$ cat src/rtl/gpu_apb_cmd_queue_pkg.sv
// Shared definitions for the GPU APB command queue.
// Opcodes, register addresses and status bit positions.
package gpu_apb_cmd_queue_pkg;

    // Opcodes issued by host software
    localparam logic [3:0] OP_FILL = 4'h2;
    localparam logic [3:0] OP_LINE = 4'h3;
    localparam logic [3:0] OP_BLIT = 4'h7;

    // Register map defaults
    localparam logic [7:0] CMD_ADDR_DEF  = 8'h00;
    localparam logic [7:0] STAT_ADDR_DEF = 8'h04;

    // Status register layout: [8:0] count
    localparam int STAT_EMPTY_BIT = 9;
    localparam int STAT_FULL_BIT  = 10;
    localparam int STAT_OVF_BIT   = 11;

    localparam int CNT_W = 9;

endpackage

$ cat src/rtl/gpu_apb_cmd_queue_fifo.sv
// gpu_cmd_fifo: synchronous show-ahead FIFO.
// Ports: push/wdata, pop/rdata (head), full, empty, count.
module gpu_cmd_fifo
    import gpu_apb_cmd_queue_pkg::*;
#(
    parameter int DEPTH = 8,
    parameter int WIDTH = 32
) (
    input  logic             clk,
    input  logic             n_rst,
    input  logic             push,
    input  logic [WIDTH-1:0] wdata,
    input  logic             pop,
    output logic [WIDTH-1:0] rdata,
    output logic             full,
    output logic             empty,
    output logic [CNT_W-1:0] count
);

    localparam int AW = $clog2(DEPTH);
    localparam logic [CNT_W-1:0] DEPTH_C = CNT_W'(DEPTH);

    logic [WIDTH-1:0] mem [DEPTH];
    logic [AW-1:0]    wr_ptr;
    logic [AW-1:0]    rd_ptr;
    logic             do_push;
    logic             do_pop;

    assign full  = (count == DEPTH_C);
    assign empty = (count == '0);

    // A push into a full FIFO is accepted only when a pop frees a slot
    assign do_pop  = pop && !empty;
    assign do_push = push && (!full || do_pop);

    assign rdata = mem[rd_ptr];

    always_ff @(posedge clk) begin
        if (do_push) begin
            mem[wr_ptr] <= wdata;
        end
    end

    always_ff @(posedge clk or negedge n_rst) begin
        if (!n_rst) begin
            wr_ptr <= '0;
            rd_ptr <= '0;
            count  <= '0;
        end else begin
            if (do_push) begin
                wr_ptr <= wr_ptr + AW'(1);
            end
            if (do_pop) begin
                rd_ptr <= rd_ptr + AW'(1);
            end
            unique case ({do_push, do_pop})
                2'b10:   count <= count + CNT_W'(1);
                2'b01:   count <= count - CNT_W'(1);
                default: count <= count;
            endcase
        end
    end

endmodule

$ cat src/rtl/gpu_apb_cmd_queue.sv
// APB slave front end: queues draw commands for the decoder.
// Ports: APB slave, cmd valid/ready stream, full and overflow.
module gpu_apb_cmd_queue
    import gpu_apb_cmd_queue_pkg::*;
#(
    parameter int         DEPTH     = 8,
    parameter logic [7:0] CMD_ADDR  = CMD_ADDR_DEF,
    parameter logic [7:0] STAT_ADDR = STAT_ADDR_DEF
) (
    input  logic        clk,
    input  logic        n_rst,
    input  logic [31:0] pAddr_i,
    input  logic [31:0] pDataWrite_i,
    input  logic        pSel_i,
    input  logic        pEnable_i,
    input  logic        pWrite_i,
    output logic [31:0] pDataRead_o,
    output logic        cmd_valid_o,
    output logic [3:0]  cmd_opcode_o,
    output logic [27:0] cmd_payload_o,
    input  logic        cmd_ready_i,
    output logic        fifo_full_o,
    output logic        overflow_o
);

    logic             access;
    logic             wr_cmd;
    logic             wr_stat;
    logic             rd_stat;
    logic [7:0]       addr;
    logic             pop;
    logic             full;
    logic             empty;
    logic [CNT_W-1:0] count;
    logic [31:0]      head;
    logic             unused_addr;

    assign unused_addr = ^pAddr_i[31:8];

    assign addr    = pAddr_i[7:0];
    assign access  = pSel_i && pEnable_i;
    assign wr_cmd  = access && pWrite_i && (addr == CMD_ADDR);
    assign wr_stat = access && pWrite_i && (addr == STAT_ADDR);
    assign rd_stat = access && !pWrite_i && (addr == STAT_ADDR);

    assign pop = cmd_valid_o && cmd_ready_i;

    gpu_cmd_fifo #(
        .DEPTH (DEPTH),
        .WIDTH (32)
    ) u_fifo (
        .clk   (clk),
        .n_rst (n_rst),
        .push  (wr_cmd),
        .wdata (pDataWrite_i),
        .pop   (pop),
        .rdata (head),
        .full  (full),
        .empty (empty),
        .count (count)
    );

    assign cmd_valid_o   = !empty;
    assign fifo_full_o   = full;
    // Head is zeroed while empty so stale RAM never leaks out
    assign cmd_opcode_o  = empty ? 4'h0 : head[31:28];
    assign cmd_payload_o = empty ? 28'h0 : head[27:0];

    always_ff @(posedge clk or negedge n_rst) begin
        if (!n_rst) begin
            overflow_o <= 1'b0;
        end else if (wr_stat) begin
            overflow_o <= 1'b0;
        end else if (wr_cmd && full && !pop) begin
            overflow_o <= 1'b1;
        end
    end

    always_comb begin
        pDataRead_o = 32'h0;
        if (rd_stat) begin
            pDataRead_o[CNT_W-1:0]      = count;
            pDataRead_o[STAT_EMPTY_BIT] = empty;
            pDataRead_o[STAT_FULL_BIT]  = full;
            pDataRead_o[STAT_OVF_BIT]   = overflow_o;
        end
    end

endmodule

$ cat config.mk
export PLATFORM = sky130hd
export DESIGN_NAME = gpu_apb_cmd_queue
export DESIGN_NICKNAME = d
export VERILOG_FILES = /design/src/rtl/gpu_apb_cmd_queue_pkg.sv /design/src/rtl/gpu_apb_cmd_queue_fifo.sv /design/src/rtl/gpu_apb_cmd_queue.sv
export SDC_FILE = /design/constraint.sdc
export NUM_CORES = 1
export LEC_CHECK = 0
export BUFFER_PORTS_ARGS = -buffer_cell sky130_fd_sc_hd__clkbuf_2
export CAP_MARGIN = 30
export CORE_MARGIN = 2
export CORE_UTILIZATION = 40
export DETAILED_ROUTE_END_ITERATION = 7
export PLACE_DENSITY = 0.65
export SETUP_SLACK_MARGIN = 0.02
export SYNTH_ARGS = -nofsm -noshare
export SYNTH_HDL_FRONTEND = slang
export SYNTH_SLANG_ARGS = --single-unit
$ cat constraint.sdc
create_clock -name clk -period 11.3 [get_ports clk]
set_clock_uncertainty 0.1 [all_clocks]
set_input_delay 0.565 -clock clk [delete_from_list [all_inputs] [get_ports clk]]
set_output_delay 0.565 -clock clk [all_outputs]
set_load 0.1 [all_outputs]
==> Implementation_results.wiki <==
{| class="wikitable"
! Metric !! Value
|-
| Highest clock frequency the design can meet || 263 MHz
|-
| Register-to-register setup slack || 7.87 ns
|-
| Arrival time reported for the critical path endpoint || 3.13 ns
|-
| Post-CTS sizing || 0
|-
| Clock root buffer || clkbuf_16
|-
| HPWL after detailed placement || 12,900 um
|-
| Mean instance size in the synthesized netlist || 19.0 um^2
|-
| Shortest period the worst path allows || 3.80 ns
|-
| Flip-flop and latch count after synthesis || ~270
|-
| Origin of the critical flop-to-flop path || u_fifo.count[4]$_DFFE_PN0P_
|-
| Total area of multi-input combinational cells || 0.00302 mm^2
|-
| Total global routing track utilization || approximately 16%
|-
| Met1 Resource Use GR || about a fifth
|-
| Asr flop ratio synth || under 10%
|-
| End-of-flow core utilization || 47.3%
|-
| Placement Setup Slack || 7.51 ns
|-
| Fraction of final layout cells with drive strength greater than 1 || 32.0%
|-
| Worst path slowest cell || dfrtp_4
|-
| Mean routed wirelength per cell || 20.5 um
|-
| Layout filler cell count || 2,385
|-
| Number of clock sinks || 272
|-
| Final period utilization || 33.6%
|-
| Number of gates on the worst path with buffers counted || 6
|-
| Number of buffers inserted to repair setup after CTS || 0
|-
| Initial core utilization || 40.7%
|-
| Wire length after detailed routing || about 23,000 um
|-
| Vias in the first global route || roughly 6,000
|-
| Site row count || 61
|-
| Worst min-delay path class || in2reg
|-
| Capture instance of the worst register-to-register path || u_fifo.count[6]$_DFFE_PN0P_
|-
| Num ports || 137
|-
| Seq. cell area || 0.00809 mm^2
|-
| Most frequent cells in the layout || 256 x edfxtp_1, 92 x clkbuf_2, 64 x mux4_2
|-
| Outcome || finished clean
|-
| Pin count of the biggest net entering global routing || 67
|-
| Required time of the worst setup path || 10.64 ns
|-
| Die area || roughly 0.030 mm^2
|-
| Capture point of the critical path || cmd_payload_o[18]
|-
| Cells after Synth || 595
|-
| Drt pass-1 iters || 5
|-
| Distinct cell type count after synthesis || 56
|-
| Cell-by-cell listing of the critical path || buf_4, buf_16, mux4_2, mux2i_1, nor2_1, clkbuf_2
|-
| Antenna violations before repair || 1
|-
| Proportion of synthesized chip area in sequential cells || 71.5%
|-
| Final net count || 782
|-
| Number of failing setup endpoints in the final timing report || 0
|-
| Unrepaired setup endpoints after global routing || false
|-
| Global placer's final weighted congestion || about 0.8
|-
| Setup total negative slack || 0 ns
|-
| Worst vdd ir || 0.271 mV
|-
| Antenna diode count || 0
|-
| Delay of the slowest cell on the worst path || 0.60 ns
|-
| CTS hold repair buffers || 1
|-
| Max-cap violation count || 0
|-
| Power Density || between 200 and 300 mW/mm^2
|-
| Remaining max-slew budget at the tightest pin || 36.1%
|-
| Relative area change from synthesis to final layout || 16.1%
|-
| Width of the die || about 170 um
|-
| Clock latency reported for the late side of the worst-skew pair || 0.53 ns
|-
| Type of destination of the critical path || primary output
|-
| Met3 demand-to-capacity share in global routing || 3.27%
|-
| Die Y-Extent || between 150 and 200 um
|-
| H-tree level count || 1
|-
| Violation count after the first detailed-route iteration || between 400 and 500
|-
| Area of the core || 0.0278 mm^2
|-
| Number of buffers created by CTS || 28
|-
| TritonCTS clock tree || yes
|-
| CP Launch Type || flop
|-
| Crit path from || u_fifo.rd_ptr[0]$_DFFE_PN0P_
|-
| Commonest non-fill, non-tap cell in the layout || edfxtp_1
|-
| GR Layer Usage met2 || a little over a quarter
|-
| P_leak || between 4 and 5 nW
|-
| Top Usage Layer GRT || met2
|-
| Total power || 3.57 mW
|-
| Total vias in the final route || 5,796
|-
| DRC || 0
|-
| Remaining antenna violation count || 0
|-
| Grt total ovfl || 0
|-
| Final design area excluding fillers || 0.0131 mm^2
|-
| Number of buffers on the longest clock path || 3
|-
| Depth of the most critical reg-to-reg path || 11
|-
| Clock transition at the registers of the reported paths || around 0.060 ns
|-
| Largest fanout on the critical path || 34
|-
| Count of buffering cells on the critical path with inverters included || 3
|-
| Top cell family by delay on the critical path || buffers and inverters
|-
| Cell area after synthesis || 0.0113 mm^2
|-
| Number of pins exceeding their max-slew limit in the final report || 0
|-
| EDFF count, synth || around 260
|-
| Placed Instance Area || 0.0122 mm^2
|-
| Port Buffers || 92
|-
| Number of warnings issued by yosys || 0
|-
| Final hold violation count || 0
|-
| Type of the worst setup path || reg2out
|-
| Wire length of the first global-routing pass || 34,500 um
|-
| Final Worst Setup Slack || about 7.5 ns
|-
| Routed vias/inst || 5.26
|-
| Worst-margin pin slew || 0.958 ns
|-
| Prevailing post-synth register cell || edfxtp_1
|}
[metal layers]
metal | wire length (um) | up-vias | part of all wire [%]
met2 | 11500 | 192 | 51
met1 | 9340 | 2981 | 41
met3 | 1360 | 41 | 6.0
li1 | - | 2580 | -
met5 | 13 | - | 0.057
met4 | 415 | 2 | 1.8
[power by group]
part	switching (mW)	internal (mW)
clock network	0.370	0.526
registers	0.0475	1.13
logic	1.08	0.420
total	1.50	2.07
[Yosys cell counts, types with 2 or more instances]
cell       number  area (um^2)
o22ai_1         3         18.8
a21oi_1         9         45.0
dfrtp_1        16          400
a21o_1          4         30.0
mux4_2         64         1440
o211ai_1        2         15.0
or3_1           3         18.8
buf_4          23          173
buf_1           5         18.8
a221oi_1        3         26.3
nand2b_1        3         18.8
nor4_2          2         25.0
o32ai_1         3         26.3
o221ai_1        2         17.5
and3_1          5         31.3
inv_1           7         26.3
and2_1         15         93.8
nor2_1         44          165
a2111oi_0       3         26.3
ha_1            9          113
o21ai_0         4         20.0
xor2_1          5         43.8
and3b_1         2         17.5
mux2i_1        35          350
a22oi_1         3         22.5
edfxtp_1      256         7690
nor3_1          5         25.0
xnor2_1         6         52.6
buf_2           9         45.0
nand2_1         9         33.8
buf_6           2         22.5
clkbuf_1       10         37.5
[kinds of logic after synthesis]
| family | share of synthesized area (%) |
|---|---|
| multiplexers | 16.0 |
| buffers and inverters | 2.90 |
| other | 0.0331 |
| AO/OA/AOI/OAI | 3.00 |
| flip-flops | 71.5 |
| AND/OR/NAND/NOR | 4.54 |
| adder cells (fa/ha/maj) | 1.17 |
| XOR/XNOR | 0.851 |
[worst register-to-register path, delay by kind of cell, from the launching register on]
kind / cells / cell delay [ns]
flip-flops: 1 / 0.48
adder cells (fa/ha/maj): 1 / 0.46
XOR/XNOR: 1 / 0.16
AND/OR/NAND/NOR: 3 / 0.81
buffers and inverters: 2 / 0.26
AO/OA/AOI/OAI: 4 / 1.03
[area by class of cell]
class / count / area share [%]
clock inverters: 20 / 1.54
clock buffers: 32 / 5.45
flip-flops and latches: 272 / 61.6
multi-input cells: 285 / 23.0
repair buffers: 108 / 4.59
inverters: 7 / 0.200
well taps: 378 / 3.60
[worst min-delay path by stage]
| stage | slack (ns) | end | start | cells after the start |
|---|---|---|---|---|
| 3_3_place_gp | 0.41 | u_fifo.count[8]$_DFFE_PN0P_ | u_fifo.count[8]$_DFFE_PN0P_ | 1 |
| 3_5_place_dp | 0.43 | u_fifo.count[8]$_DFFE_PN0P_ | u_fifo.count[8]$_DFFE_PN0P_ | 1 |
| 6_report | 0.17 | u_fifo.mem[7][23]$_DFFE_PP_ | pDataWrite_i[23] | 1 |
| 4_1_cts | 0.15 | u_fifo.mem[2][18]$_DFFE_PP_ | pDataWrite_i[18] | 1 |
| 5_1_grt | 0.16 | u_fifo.mem[2][12]$_DFFE_PP_ | pDataWrite_i[12] | 1 |
| 2_1_floorplan | 0.17 | overflow_o$_DFFE_PN0P_ | n_rst | 0 |
[sequential cells by signal, summed over array words and instances (netlist names)]
register	cells
overflow_o	1
u_fifo.count	9
u_fifo.mem	256
u_fifo.rd_ptr	3
u_fifo.wr_ptr	3
[through the flow]
stage	cells	hold WS (ns)
after floorplan	614	0.169
after global placement	1048	0.409
after detailed placement	1049	0.429
after CTS	1102	0.148
after global routing	1102	0.158
final	1102	0.166
(Power assumes the default switching activity.)
